**config.mk**
```make
export PLATFORM = sky130hd
export DESIGN_NAME = mem_copy_engine
export DESIGN_NICKNAME = d
export VERILOG_FILES = /design/src/rtl/mem_copy_engine.sv
export SDC_FILE = /design/constraint.sdc
export NUM_CORES = 1
export LEC_CHECK = 0
export CAP_MARGIN = 20
export CORE_MARGIN = 1.5
export CORE_UTILIZATION = 31
export DETAILED_ROUTE_END_ITERATION = 7
export PLACE_DENSITY = 0.51
export SYNTH_ARGS = -nofsm -noshare
export SYNTH_HDL_FRONTEND = slang
export SYNTH_SLANG_ARGS = --single-unit
```
**constraint.sdc**
```tcl
create_clock -name clk -period 6.6 [get_ports clk]
set_input_delay 1.98 -clock clk [delete_from_list [all_inputs] [get_ports clk]]
set_output_delay 1.98 -clock clk [all_outputs]
set_load 0.005 [all_outputs]
```
**src/rtl/mem_copy_engine.sv**
```systemverilog
// ----------------------------------------------------------------------------
// mem_copy_engine
// Word-copy master placed in front of a single-port data memory with a
// combinational read path. After a start request it copies `length`
// consecutive words from src_addr to dst_addr, one READ/WRITE cycle pair per
// word in strictly ascending order, and then pulses done for one cycle.
// A request whose source or destination range runs past MEM_DEPTH is
// rejected up front: done pulses with error=1 and no write is ever issued.
//
// Ports
//   clk, reset                  clock, asynchronous active-high reset
//   start                       request pulse, only honoured while idle
//   src_addr, dst_addr, length  request fields, captured when start is accepted
//   busy                        high in every state except idle
//   done                        one-cycle completion pulse
//   error                       range fault of the last accepted request
//   mem_address                 memory address
//   mem_write_data              memory write data
//   mem_write_enable            memory write strobe
//   mem_read_data               combinational memory read data
// All outputs come straight from flops.
// ----------------------------------------------------------------------------
module mem_copy_engine #(
   parameter int ADDR_W    = 32,
   parameter int DATA_W    = 32,
   parameter int MEM_DEPTH = 85,
   parameter int LEN_W     = 8
) (
   input  logic              clk,
   input  logic              reset,
   input  logic              start,
   input  logic [ADDR_W-1:0] src_addr,
   input  logic [ADDR_W-1:0] dst_addr,
   input  logic [LEN_W-1:0]  length,
   output logic              busy,
   output logic              done,
   output logic              error,
   output logic [ADDR_W-1:0] mem_address,
   output logic [DATA_W-1:0] mem_write_data,
   output logic              mem_write_enable,
   input  logic [DATA_W-1:0] mem_read_data
);

   // End addresses are formed one bit wider than addr+len so they can never wrap.
   localparam int                SUM_W     = ADDR_W + LEN_W + 1;
   localparam logic [SUM_W-1:0]  DEPTH_LIM = SUM_W'(MEM_DEPTH);

   typedef enum logic [1:0] {
      ST_IDLE  = 2'd0,
      ST_READ  = 2'd1,
      ST_WRITE = 2'd2,
      ST_DONE  = 2'd3
   } state_t;

   state_t            state_r, state_s;
   logic [ADDR_W-1:0] src_ptr_r, src_ptr_s;
   logic [ADDR_W-1:0] dst_ptr_r, dst_ptr_s;
   logic [LEN_W-1:0]  count_r, count_s;
   logic [DATA_W-1:0] buf_r, buf_s;
   logic              error_r, error_s;
   logic              busy_r, done_r, we_r;
   logic [ADDR_W-1:0] addr_r, addr_s;
   logic [DATA_W-1:0] wdata_r, wdata_s;
   logic [SUM_W-1:0]  src_end_s, dst_end_s;
   logic              fault_s;

   assign src_end_s = SUM_W'(src_addr) + SUM_W'(length);
   assign dst_end_s = SUM_W'(dst_addr) + SUM_W'(length);
   assign fault_s   = (length != {LEN_W{1'b0}}) &&
                      ((src_end_s > DEPTH_LIM) || (dst_end_s > DEPTH_LIM));

   // Next-state, datapath and look-ahead output values.
   always_comb begin
      state_s   = state_r;
      src_ptr_s = src_ptr_r;
      dst_ptr_s = dst_ptr_r;
      count_s   = count_r;
      buf_s     = buf_r;
      error_s   = error_r;
      addr_s    = addr_r;
      wdata_s   = wdata_r;

      case (state_r)
         ST_IDLE: begin
            if (start) begin
               src_ptr_s = src_addr;
               dst_ptr_s = dst_addr;
               count_s   = length;
               if (fault_s) begin
                  state_s = ST_DONE;
                  error_s = 1'b1;
               end else if (length == {LEN_W{1'b0}}) begin
                  state_s = ST_DONE;
                  error_s = 1'b0;
               end else begin
                  state_s = ST_READ;
                  error_s = 1'b0;
               end
            end else begin
               state_s = ST_IDLE;
            end
         end
         ST_READ: begin
            buf_s   = mem_read_data;
            state_s = ST_WRITE;
         end
         ST_WRITE: begin
            src_ptr_s = src_ptr_r + {{(ADDR_W-1){1'b0}}, 1'b1};
            dst_ptr_s = dst_ptr_r + {{(ADDR_W-1){1'b0}}, 1'b1};
            count_s   = count_r - {{(LEN_W-1){1'b0}}, 1'b1};
            if (count_r == {{(LEN_W-1){1'b0}}, 1'b1}) begin
               state_s = ST_DONE;
            end else begin
               state_s = ST_READ;
            end
         end
         ST_DONE: begin
            state_s = ST_IDLE;
         end
         default: begin
            state_s = ST_IDLE;
         end
      endcase

      // Memory pins are computed for the state being entered so that they
      // can be registered and still line up with that state.
      case (state_s)
         ST_READ: begin
            addr_s = src_ptr_s;
         end
         ST_WRITE: begin
            addr_s  = dst_ptr_s;
            wdata_s = buf_s;
         end
         default: begin
            addr_s  = addr_r;
            wdata_s = wdata_r;
         end
      endcase
   end

   // State, datapath and registered output flops.
   always_ff @(posedge clk or posedge reset) begin
      if (reset) begin
         state_r   <= ST_IDLE;
         src_ptr_r <= {ADDR_W{1'b0}};
         dst_ptr_r <= {ADDR_W{1'b0}};
         count_r   <= {LEN_W{1'b0}};
         buf_r     <= {DATA_W{1'b0}};
         error_r   <= 1'b0;
         busy_r    <= 1'b0;
         done_r    <= 1'b0;
         we_r      <= 1'b0;
         addr_r    <= {ADDR_W{1'b0}};
         wdata_r   <= {DATA_W{1'b0}};
      end else begin
         state_r   <= state_s;
         src_ptr_r <= src_ptr_s;
         dst_ptr_r <= dst_ptr_s;
         count_r   <= count_s;
         buf_r     <= buf_s;
         error_r   <= error_s;
         busy_r    <= (state_s != ST_IDLE);
         done_r    <= (state_s == ST_DONE);
         we_r      <= (state_s == ST_WRITE);
         addr_r    <= addr_s;
         wdata_r   <= wdata_s;
      end
   end

   assign busy             = busy_r;
   assign done             = done_r;
   assign error            = error_r;
   assign mem_address      = addr_r;
   assign mem_write_data   = wdata_r;
   assign mem_write_enable = we_r;

endmodule

```
==> metrics.txt, run 1 <==
CTS max path bufs 2; Buffers on Ports 174; Worst-path clk slew approximately 70 ps; routed vias/inst 5.443; CP Launch Type input pin; largest net degree at the start of global routing 175; core area 33,620 sq um; first-pass GRT wire length 59.80 mm; Leak Pwr 5.922 nW; DR pass1 iterations 5; worst skew pair latency 440 ps; Reg2Reg Setup Slack 3140 ps; vias in the first global route 9,940; crit path time final 6327 ps; fin crit share 95.86%; compound-cell area share of the yosys netlist around a fifth; initial DRC count 819; Num Clock Sinks 174; layout cells sized above 1 17.24%; Pwr Density 436.3 nW/um^2; syn_area_per_cell roughly 9.1 sq um; Post-Synth XOR/XNOR Area 1.156%; R2R cell count 7; antenna violations before repair 0; wire per inst 20.55 um; Synth Area in Simple Gates 19.49%; pre-CTS setup slack -353.0 ps; gr ovfl total 0; Routed WL 38.66 mm; Hold Path Class reg -> reg; syn nets 1,300; CTS tree built; Post-CTS Hold Buffers 0; final hold slack 484.8 ps; Fin. Hold Viols 0; relative max-transition margin 34.28%; Starting Density a little under a third; htree depth 4; Clock Tree Root clkbuf_16; Slew @ Worst Pin 985.7 ps; Synth Flop Type dfrtp_1; n_diodes 0; asr flop ratio synth 100.0%; status complete, no violations; number of synthesized flops with an enable pin 0; die area between 30,000 and 40,000 sq um; RSZ-0062 raised after global routing false; CP Class in -> reg; synthesized area 10,610 sq um; Seq/Total Area, Yosys 41.05%; CP arrival about 6600 ps; Die Y roughly 190 um; Worst Setup SP length[0]; Site Rows 67; R2R Path End mem_address[26]; crit path to mem_address[31]; Synth Area in Adders roughly 3.2%; Worst R2R Start state_r[1]; Clock Skews roughly 13 ps; Vias ~10,000; largest family of logic cells by synthesized area simple AND/OR/NAND/NOR gates; VDD IR max ~260 uV; fin nets 1,554; endpoints failing setup 0; Worst Hold Launch error; Antenna Nets Post-Route 0; GP Congestion 0.9800; mux contribution to synthesized area around 12%; Hold Path Stages 2; Max FO, Critical Path 18; Ports around 180; cts bufs inserted 17; overall fraction of global-route tracks in use 21.92%; library cells used by synthesis 74; die width about 190 um; Critical Path RT 6900 ps; DP HPWL 29.02 mm; #FFs+latches synth 174; max cap viols 0; smallest setup slack after layout 273.2 ps; max frequency 158.1 MHz; Post-Synthesis Cells 1,167; post-CTS setup buffers 0; CTS resizes 0; final slew viol count 0; CP endpoint kind flip-flop; # DRC 0; area grow syn2layout 34.60%; yosys warns 0
logic make-up (layout without fill, tap and decap cells):
group	count (synthesis)	after routing
adders and majority gates	26	26
AOI/OAI and AO/OA	327	327
buffers and inverters	96	362
muxes	124	124
and+or+nand+nor	406	406
xor gates and xnor gates	14	14
DFF	174	174
power breakdown:
part	switching (mW)	total, mW	internal [mW]	leakage (nW)
sequential	0.415	2.06	1.64	2.06
combinational	1.67	3.16	1.49	3.58
clock	0.439	1.01	0.572	0.287
worst max-delay path: stages:
cell	delay (ps)
clkdlybuf4s50_1	490
buf_4	130
ha_1	160
inv_1	60
fa_1	370
nor2b_1	180
o31ai_1	140
buf_4	190
a211oi_2	240
buf_4	160
nand3_1	130
buf_4	170
or2_2	320
a221oi_1	310
nand4_1	200
nor4_2	260
buf_4	170
a21oi_2	100
ha_2	260
buf_12	170
mux2i_1	310
o21ai_0	120
how the worst min path moves through the flow:
stage,end
floorplan,count_r[7]
global placement,error
detailed placement,error
CTS,error
global route,buf_r[10]
finish,error
placed cells by master (no fill, tap or decap), types with 16 or more instances in the layout:
master,n
o22ai_1,37
mux2_2,66
and3_1,20
o21ai_0,93
clkdlybuf4s50_1,174
buf_4,116
a21oi_1,77
clkbuf_16,17
nand4_1,25
inv_1,33
mux2i_1,58
dfrtp_1,174
nor3_1,25
ha_1,22
nor4_1,16
nand2_1,131
nor2_1,63
nand3_1,60
layout make-up:
cell class / count / area [sq um]
clock buffers: 20 / 446.7
well taps: 448 / 560.5
flip-flops and latches: 174 / 4354
clock inverters: 11 / 133.9
multi-input cells: 897 / 5931
inverters: 36 / 138.9
fillers: 3294 / 19340
repair buffers: 295 / 2713
registers in the layout, summed over array words and instances (netlist names), 2 cells and up:
name            count
count_r             8
src_ptr_r          32
buf_r              32
mem_write_data     32
state_r             2
dst_ptr_r          32
mem_address        32
through the flow:
step	cell area, sq um	setup TNS [ps]	total power [mW]	instances	utilization [%]
after CTS	14240	0	6.277	1881	42.38
after global placement	13660	-11010	5.180	1850	40.65
after global routing	14280	0	6.734	1881	42.47
after floorplan	10610	0	3.832	1167	-
after detailed placement	13660	-13660	5.230	1850	40.65
final	14280	0	6.230	1881	42.47
synthesized netlist by cell type, drive strengths merged, types with 3 or more instances:
library cell / number / area (sq um)
a2111oi: 3 / 32.53
a211oi: 14 / 105.1
a21o: 11 / 82.58
a21oi: 81 / 405.4
a221o: 4 / 40.04
a222oi: 3 / 30.03
a22oi: 12 / 90.09
a31oi: 12 / 75.07
and2: 10 / 62.56
and3: 20 / 125.1
and4: 12 / 107.6
buf: 15 / 70.06
clkbuf: 45 / 168.9
dfrtp: 174 / 4354
ha: 24 / 300.3
inv: 35 / 131.4
mux2: 66 / 743.2
mux2i: 58 / 580.6
nand2: 131 / 491.7
nand2b: 4 / 25.02
nand3: 60 / 300.3
nand4: 27 / 198.9
nand4b: 3 / 26.28
nor2: 67 / 254.0
nor2b: 6 / 37.54
nor3: 25 / 125.1
nor3b: 3 / 22.52
nor4: 18 / 133.9
nor4b: 3 / 26.28
o2111ai: 3 / 26.28
o211ai: 15 / 112.6
o21ai: 94 / 470.5
o21bai: 3 / 22.52
o22ai: 37 / 231.5
o311ai: 4 / 35.03
o31ai: 7 / 52.55
o41ai: 3 / 26.28
or2: 4 / 25.03
or4: 8 / 63.81
xnor2: 8 / 70.07
xor2: 6 / 52.55
metal layers:
| metal | global-route usage [%] | routed length [um] |
|---|---|---|
| met1 | 30.29 | 17820 |
| met2 | 34.03 | 17130 |
| met3 | 5.091 | 2894 |
| met4 | 6.369 | 804 |
| met5 | 0 | 0 |
Power figures use the tool's default switching activity.
==> run 2: changes to the inputs <==
Settings changed: CORE_MARGIN 1.5 to 4.
==> metrics.txt, run 2 (synthesized netlist as in run 1, its figures left out) <==
die width 193.0 um (was 188.0 um); Layout Utilization 42.29% (was 42.47%); worst path cell trace clkdlybuf4s50_1 -> ha_1 -> inv_1 -> fa_1 -> nand2b_1 -> a21o_1 -> a21oi_1 -> o2111ai_1 -> a221o_1 -> or4_1 -> or4_1 -> nor4_2 -> buf_4 -> a21oi_1 -> ha_2 -> buf_12 -> buf_4 -> o21ai_0 (was clkdlybuf4s50_1 -> buf_4 -> ha_1 -> inv_1 -> fa_1 -> nor2b_1 -> o31ai_1 -> buf_4 -> a211oi_2 -> buf_4 -> nand3_1 -> buf_4 -> or2_2 -> a221oi_1 -> nand4_1 -> nor4_2 -> buf_4 -> a21oi_2 -> ha_2 -> buf_12 -> mux2i_1 -> o21ai_0); Routed WL 39.02 mm (was 38.66 mm); CP Launch Type input pin (unchanged); Clock Skews 17.59 ps (was 12.81 ps); CTS max path bufs 2 (unchanged); layout cells sized above 1 16.43% (was 17.24%); Starting Density 31.56% (unchanged); DR pass1 iterations 6 (was 5); Worst-path clk slew 70 ps (about the same); gr ovfl total 0 (unchanged); Critical Path RT 6940 ps (was 6900 ps); total power 6.298 mW (was 6.230 mW); largest net degree at the start of global routing 175 (unchanged); wire per inst 20.84 um (was 20.55 um); Site Rows 67 (unchanged); Worst Hold Launch mem_address[23] (was error); Buffers on Ports 174 (unchanged); VDD IR max 229.9 uV (was 260.9 uV); multi-input logic area 5904 sq um (was 5931 sq um); CP endpoint kind flip-flop (unchanged); core area 33,620 sq um (unchanged); Leak Pwr 5.886 nW (was 5.922 nW); vias in the first global route 10,090 (was 9,940); n_diodes 0 (unchanged); CP arrival 6690 ps (was 6630 ps); GP Congestion 0.9774 (was 0.9800); Ports 175 (unchanged); CTS tree built (unchanged); Reg2Reg Setup Slack 3100 ps (was 3140 ps); Vias 10,330 (was 10,240); Hold Path Stages 2 (unchanged); R2R Path End mem_address[26] (unchanged); Filler Cells Inserted 3,308 (was 3,294); Hold Path Class reg -> reg (unchanged); DR WL met3 3.747 mm (was 2.894 mm); worst skew pair latency 440 ps (about the same); final slew viol count 0 (unchanged); R2R cell count 7 (unchanged); relative max-transition margin 26.14% (was 34.28%); Die Y 193.0 um (was 188.0 um); status complete, no violations (unchanged); max frequency 157.6 MHz (was 158.1 MHz); Worst Hold Path EP mem_address[23] (was error); area grow syn2layout 34.02% (was 34.60%); Top Metal Used met4 (unchanged); Fin. Hold Viols 0 (unchanged); endpoints failing setup 0 (unchanged); DP HPWL 29.38 mm (was 29.02 mm); CP Class in -> reg (unchanged); WL met2 17.22 mm (was 17.13 mm); antenna violations before repair 0 (unchanged); RSZ-0062 raised after global routing false (unchanged); overall fraction of global-route tracks in use 20.69% (was 21.92%); Worst R2R Start state_r[1] (unchanged); crit path time final 6346 ps (was 6327 ps); CP max stage delay 560 ps (was 490 ps); M1 WL 17.41 mm (was 17.82 mm); Register Area 4354 sq um (unchanged); CP max stage cell or4_1 (was clkdlybuf4s50_1); Clock Tree Root clkbuf_16 (unchanged); Pwr Density 443.0 nW/um^2 (was 436.3 nW/um^2); Slew @ Worst Pin 1105 ps (was 985.7 ps); Max FO, Critical Path 19 (was 18); post-CTS setup buffers 0 (unchanged); # DRC 0 (unchanged); Num Clock Sinks 174 (unchanged); cts bufs inserted 17 (unchanged); die area 37,240 sq um (was 35,340 sq um); Antenna Nets Post-Route 0 (unchanged); first-pass GRT wire length 59.42 mm (was 59.80 mm); routed vias/inst 5.517 (was 5.443); initial DRC count 917 (was 819); htree depth 4 (unchanged); fin crit share 96.15% (was 95.86%); most frequent cells in the layout dfrtp_1 (174), clkdlybuf4s50_1 (174), nand2_1 (131) (unchanged); max cap viols 0 (unchanged); fin nets 1,544 (was 1,554)
-- run 2: worst max path at each step --
stage | start | end | slack, ps
after floorplan | src_addr[0] | mem_address[2] | 80
after global placement | src_addr[0] | mem_address[31] | -130
after detailed placement | src_addr[0] | mem_address[4] | -240
after CTS | src_addr[0] | mem_address[4] | 230
after global routing | src_addr[0] | mem_address[28] | 30
final | src_addr[0] | mem_address[11] | 250
-- run 2: worst max-delay path: cells and delay by family --
kind	cells	cell delay (ps)
buffers and inverters	5	1040
adders and majority gates	3	960
and+or+nand+nor	4	1480
AOI/OAI and AO/OA	6	1230
-- run 2: final cells by class --
cell class,count,area share [%]
clock buffers,18,3.089
flip-flops and latches,174,30.63
clock inverters,14,1.030
repair buffers,285,18.80
multi-input cells,897,41.53
inverters,36,0.9769
well taps,448,3.943
-- run 2: repair_timing --
action | CTS | global route
gates resized for setup | 0 | 3
hold buffers | 0 | 0
setup endpoints to repair | 0 | 17
-- run 2: metal layers --
layer | global-route usage [%] | vias to the layer above
met1 | 28.70 | 4966
met5 | 0 | -
met3 | 5.726 | 43
met2 | 32.24 | 444
li1 | - | 4874
met4 | 5.038 | 0
-- run 2: where the power goes --
part	internal (mW)	leakage [nW]	switching [mW]	total [mW]
sequential	1.64	2.06	0.418	2.06
clock	0.515	0.290	0.494	1.01
combinational	1.54	3.54	1.69	3.23
-- run 2: per-stage QoR --
| step | hold slack [ps] | area, sq um | cells | setup slack, ps | setup TNS, ps |
|---|---|---|---|---|---|
| after global placement | 467.1 | 13620 | 1839 | -133.2 | -3496 |
| final | 486.9 | 14220 | 1872 | 254.4 | 0 |
| after global routing | 509.5 | 14220 | 1872 | 28.06 | 0 |
| after detailed placement | 473.4 | 13620 | 1839 | -244.9 | -8649 |
| after floorplan | 450.7 | 10610 | 1167 | 83.54 | 0 |
| after CTS | 492.7 | 14200 | 1871 | 228.8 | 0 |
==> run 3: changes to the inputs <==
==> constraint.sdc (replaced) <==
create_clock -name clk -period 6.6 [get_ports clk]
set_input_delay 1.32 -clock clk [delete_from_list [all_inputs] [get_ports clk]]
set_output_delay 1.32 -clock clk [all_outputs]
set_load 0.005 [all_outputs]
==> metrics.txt, run 3 (synthesized netlist as in run 1, its figures left out) <==
status complete, no violations (unchanged); Comb power frac 50.1% (was 51.3%); CP delay by family, top simple AND/OR/NAND/NOR gates (unchanged); Worst-path clk slew 80 ps (was 70 ps); CP Class in -> reg (unchanged); RSZ-0062 raised after global routing false (unchanged); max frequency 164.3 MHz (was 157.6 MHz); cts bufs inserted 17 (unchanged); setup_tns 0 ps (unchanged); worst skew pair latency 440 ps (about the same); largest net degree at the start of global routing 98 (was 175); Clock Tree Root clkbuf_16 (unchanged); Critical Path RT 6910 ps (was 6940 ps); max cap viols 0 (unchanged); Leak Pwr 5.548 nW (was 5.886 nW); post-CTS setup buffers 0 (unchanged); Site Rows 67 (unchanged); Reg2Reg Setup Slack 2640 ps (was 3100 ps); gr ovfl total 0 (unchanged); CP arrival 6400 ps (was 6690 ps); vias in the first global route 10,010 (was 10,090); fin crit share 92.21% (was 96.15%); Antenna Nets Post-Route 0 (unchanged); switching power total 2.594 mW (was 2.599 mW); Layout Utilization 40.73% (was 42.29%); worst path cell trace clkdlybuf4s50_1 -> ha_1 -> nor2b_1 -> o31ai_1 -> nand2_1 -> a211oi_1 -> nand4_1 -> or4_1 -> or4_1 -> nor4_2 -> a21oi_1 -> buf_4 -> ha_2 -> buf_4 -> o21ai_0 (was clkdlybuf4s50_1 -> ha_1 -> inv_1 -> fa_1 -> nand2b_1 -> a21o_1 -> a21oi_1 -> o2111ai_1 -> a221o_1 -> or4_1 -> or4_1 -> nor4_2 -> buf_4 -> a21oi_1 -> ha_2 -> buf_12 -> buf_4 -> o21ai_0); Vias 10,040 (was 10,330); overall fraction of global-route tracks in use 20.44% (was 20.69%); sequential power share 32.9% (was 32.7%); DR pass1 iterations 5 (was 6); Post-CTS Hold Buffers 0 (unchanged); switching fraction of total power 41.50% (was 41.27%); Die Y 193.0 um (unchanged); crit path time final 6086 ps (was 6346 ps); Buffers on Ports 174 (unchanged); fin nets 1,474 (was 1,544); n_diodes 0 (unchanged); Worst R2R Start state_r[1] (unchanged); P_int 3.656 mW (was 3.699 mW); area grow syn2layout 29.06% (was 34.02%); CTS max path bufs 2 (unchanged); GP Congestion 0.9405 (was 0.9774); Ports 175 (unchanged); die area 37,240 sq um (unchanged); VDD IR max 281.9 uV (was 229.9 uV); routed vias/inst 5.573 (was 5.517); relative max-transition margin 25.43% (was 26.14%); wire per inst 21.14 um (was 20.84 um); CTS resizes 0 (unchanged); Pwr Density 456.5 nW/um^2 (was 443.0 nW/um^2); R2R Path End mem_address[17] (was mem_address[26]); most frequent cells in the layout dfrtp_1 (174), clkdlybuf4s50_1 (174), nand2_1 (131) (unchanged); Starting Density 31.56% (unchanged); initial DRC count 733 (was 917); clock group share of total power 17.0% (was 16.0%); Worst Hold Path EP mem_address[21] (was mem_address[23]); die width 193.0 um (unchanged); endpoints failing setup 0 (unchanged); Routed WL 38.10 mm (was 39.02 mm); DP HPWL 28.24 mm (was 29.38 mm); core area 33,620 sq um (unchanged); Fin. Hold Viols 0 (unchanged); total power 6.250 mW (was 6.298 mW); Num Clock Sinks 174 (unchanged); Worst Hold Launch mem_address[21] (was mem_address[23]); # DRC 0 (unchanged); Buffers & Inverters on Critical Path 3 (was 5); CP max stage delay 730 ps (was 560 ps); CTS tree built (unchanged); CP endpoint kind flip-flop (unchanged); Slew @ Worst Pin 1117 ps (was 1105 ps); antenna violations before repair 0 (unchanged); first-pass GRT wire length 58.77 mm (was 59.42 mm); CP max stage cell o31ai_1 (was or4_1); Hold Path Stages 2 (unchanged); htree depth 4 (unchanged); Max FO, Critical Path 12 (was 19); CP Launch Type input pin (unchanged); Clock Skews 18.83 ps (was 17.59 ps); final slew viol count 0 (unchanged); R2R cell count 9 (was 7); layout cells sized above 1 11.96% (was 16.43%); Hold Path Class reg -> reg (unchanged)
[run 3: changes by cell type in the layout (fill, tap and decap cells not counted), sizes merged]
cell | before | now
buf | 111 | 41
bufinv | 0 | 1
clkbuf | 18 | 17
clkinvlp | 1 | 0
inv | 40 | 41
[run 3: tightest hold or removal path, delay by kind of cell, from the launching register on]
family          cells  cell delay (ps)
compound gates      1               60
simple gates        1               50
flops               1              350
[run 3: metal layers]
layer	global-route usage (%)	part of all wire [%]
met4	6.182	1.9
met5	0	0
met1	27.80	44
met2	31.26	44
met3	6.536	10
[run 3: worst max path at each step]
| stage | startpoint | end | slack, ps | cells after the start |
|---|---|---|---|---|
| after floorplan | reset | buf_r[0] | 560 | 1 |
| after global placement | length[2] | mem_address[2] | 110 | 15 |
| after detailed placement | length[2] | mem_address[3] | 70 | 15 |
| after CTS | length[2] | mem_address[3] | 530 | 15 |
| after global routing | length[0] | mem_address[3] | 230 | 18 |
| final | length[2] | mem_address[3] | 510 | 15 |
[run 3: cell type report]
class,count,area [sq um]
clock inverter,15,212.7
multi-input combinational,897,5898
clock buffer,17,425.4
timing repair buffer,215,2100
fill,3344,19930
inverter,36,140.1
tap,448,560.5
sequential,174,4354
[run 3: through the flow]
stage	instances	hold WS, ps	instance area, sq um	setup slack (ps)
floorplan	1167	450.7	10610	563.2
global placement	1770	470.6	13050	109.4
detailed placement	1770	475.8	13050	70.97
CTS	1802	496.0	13690	525.3
global route	1802	504.5	13690	230.1
finish	1802	489.1	13690	514.2
[run 3: power by group through the flow]
stage	sequential [mW]	clock, mW	combinational [mW]
3_5_place_dp	2.06	0	3.14
3_3_place_gp	2.06	0	3.11
4_1_cts	2.05	1.10	3.16
2_1_floorplan	1.99	0	1.84
6_report	2.05	1.06	3.13
5_1_grt	2.14	1.14	3.47
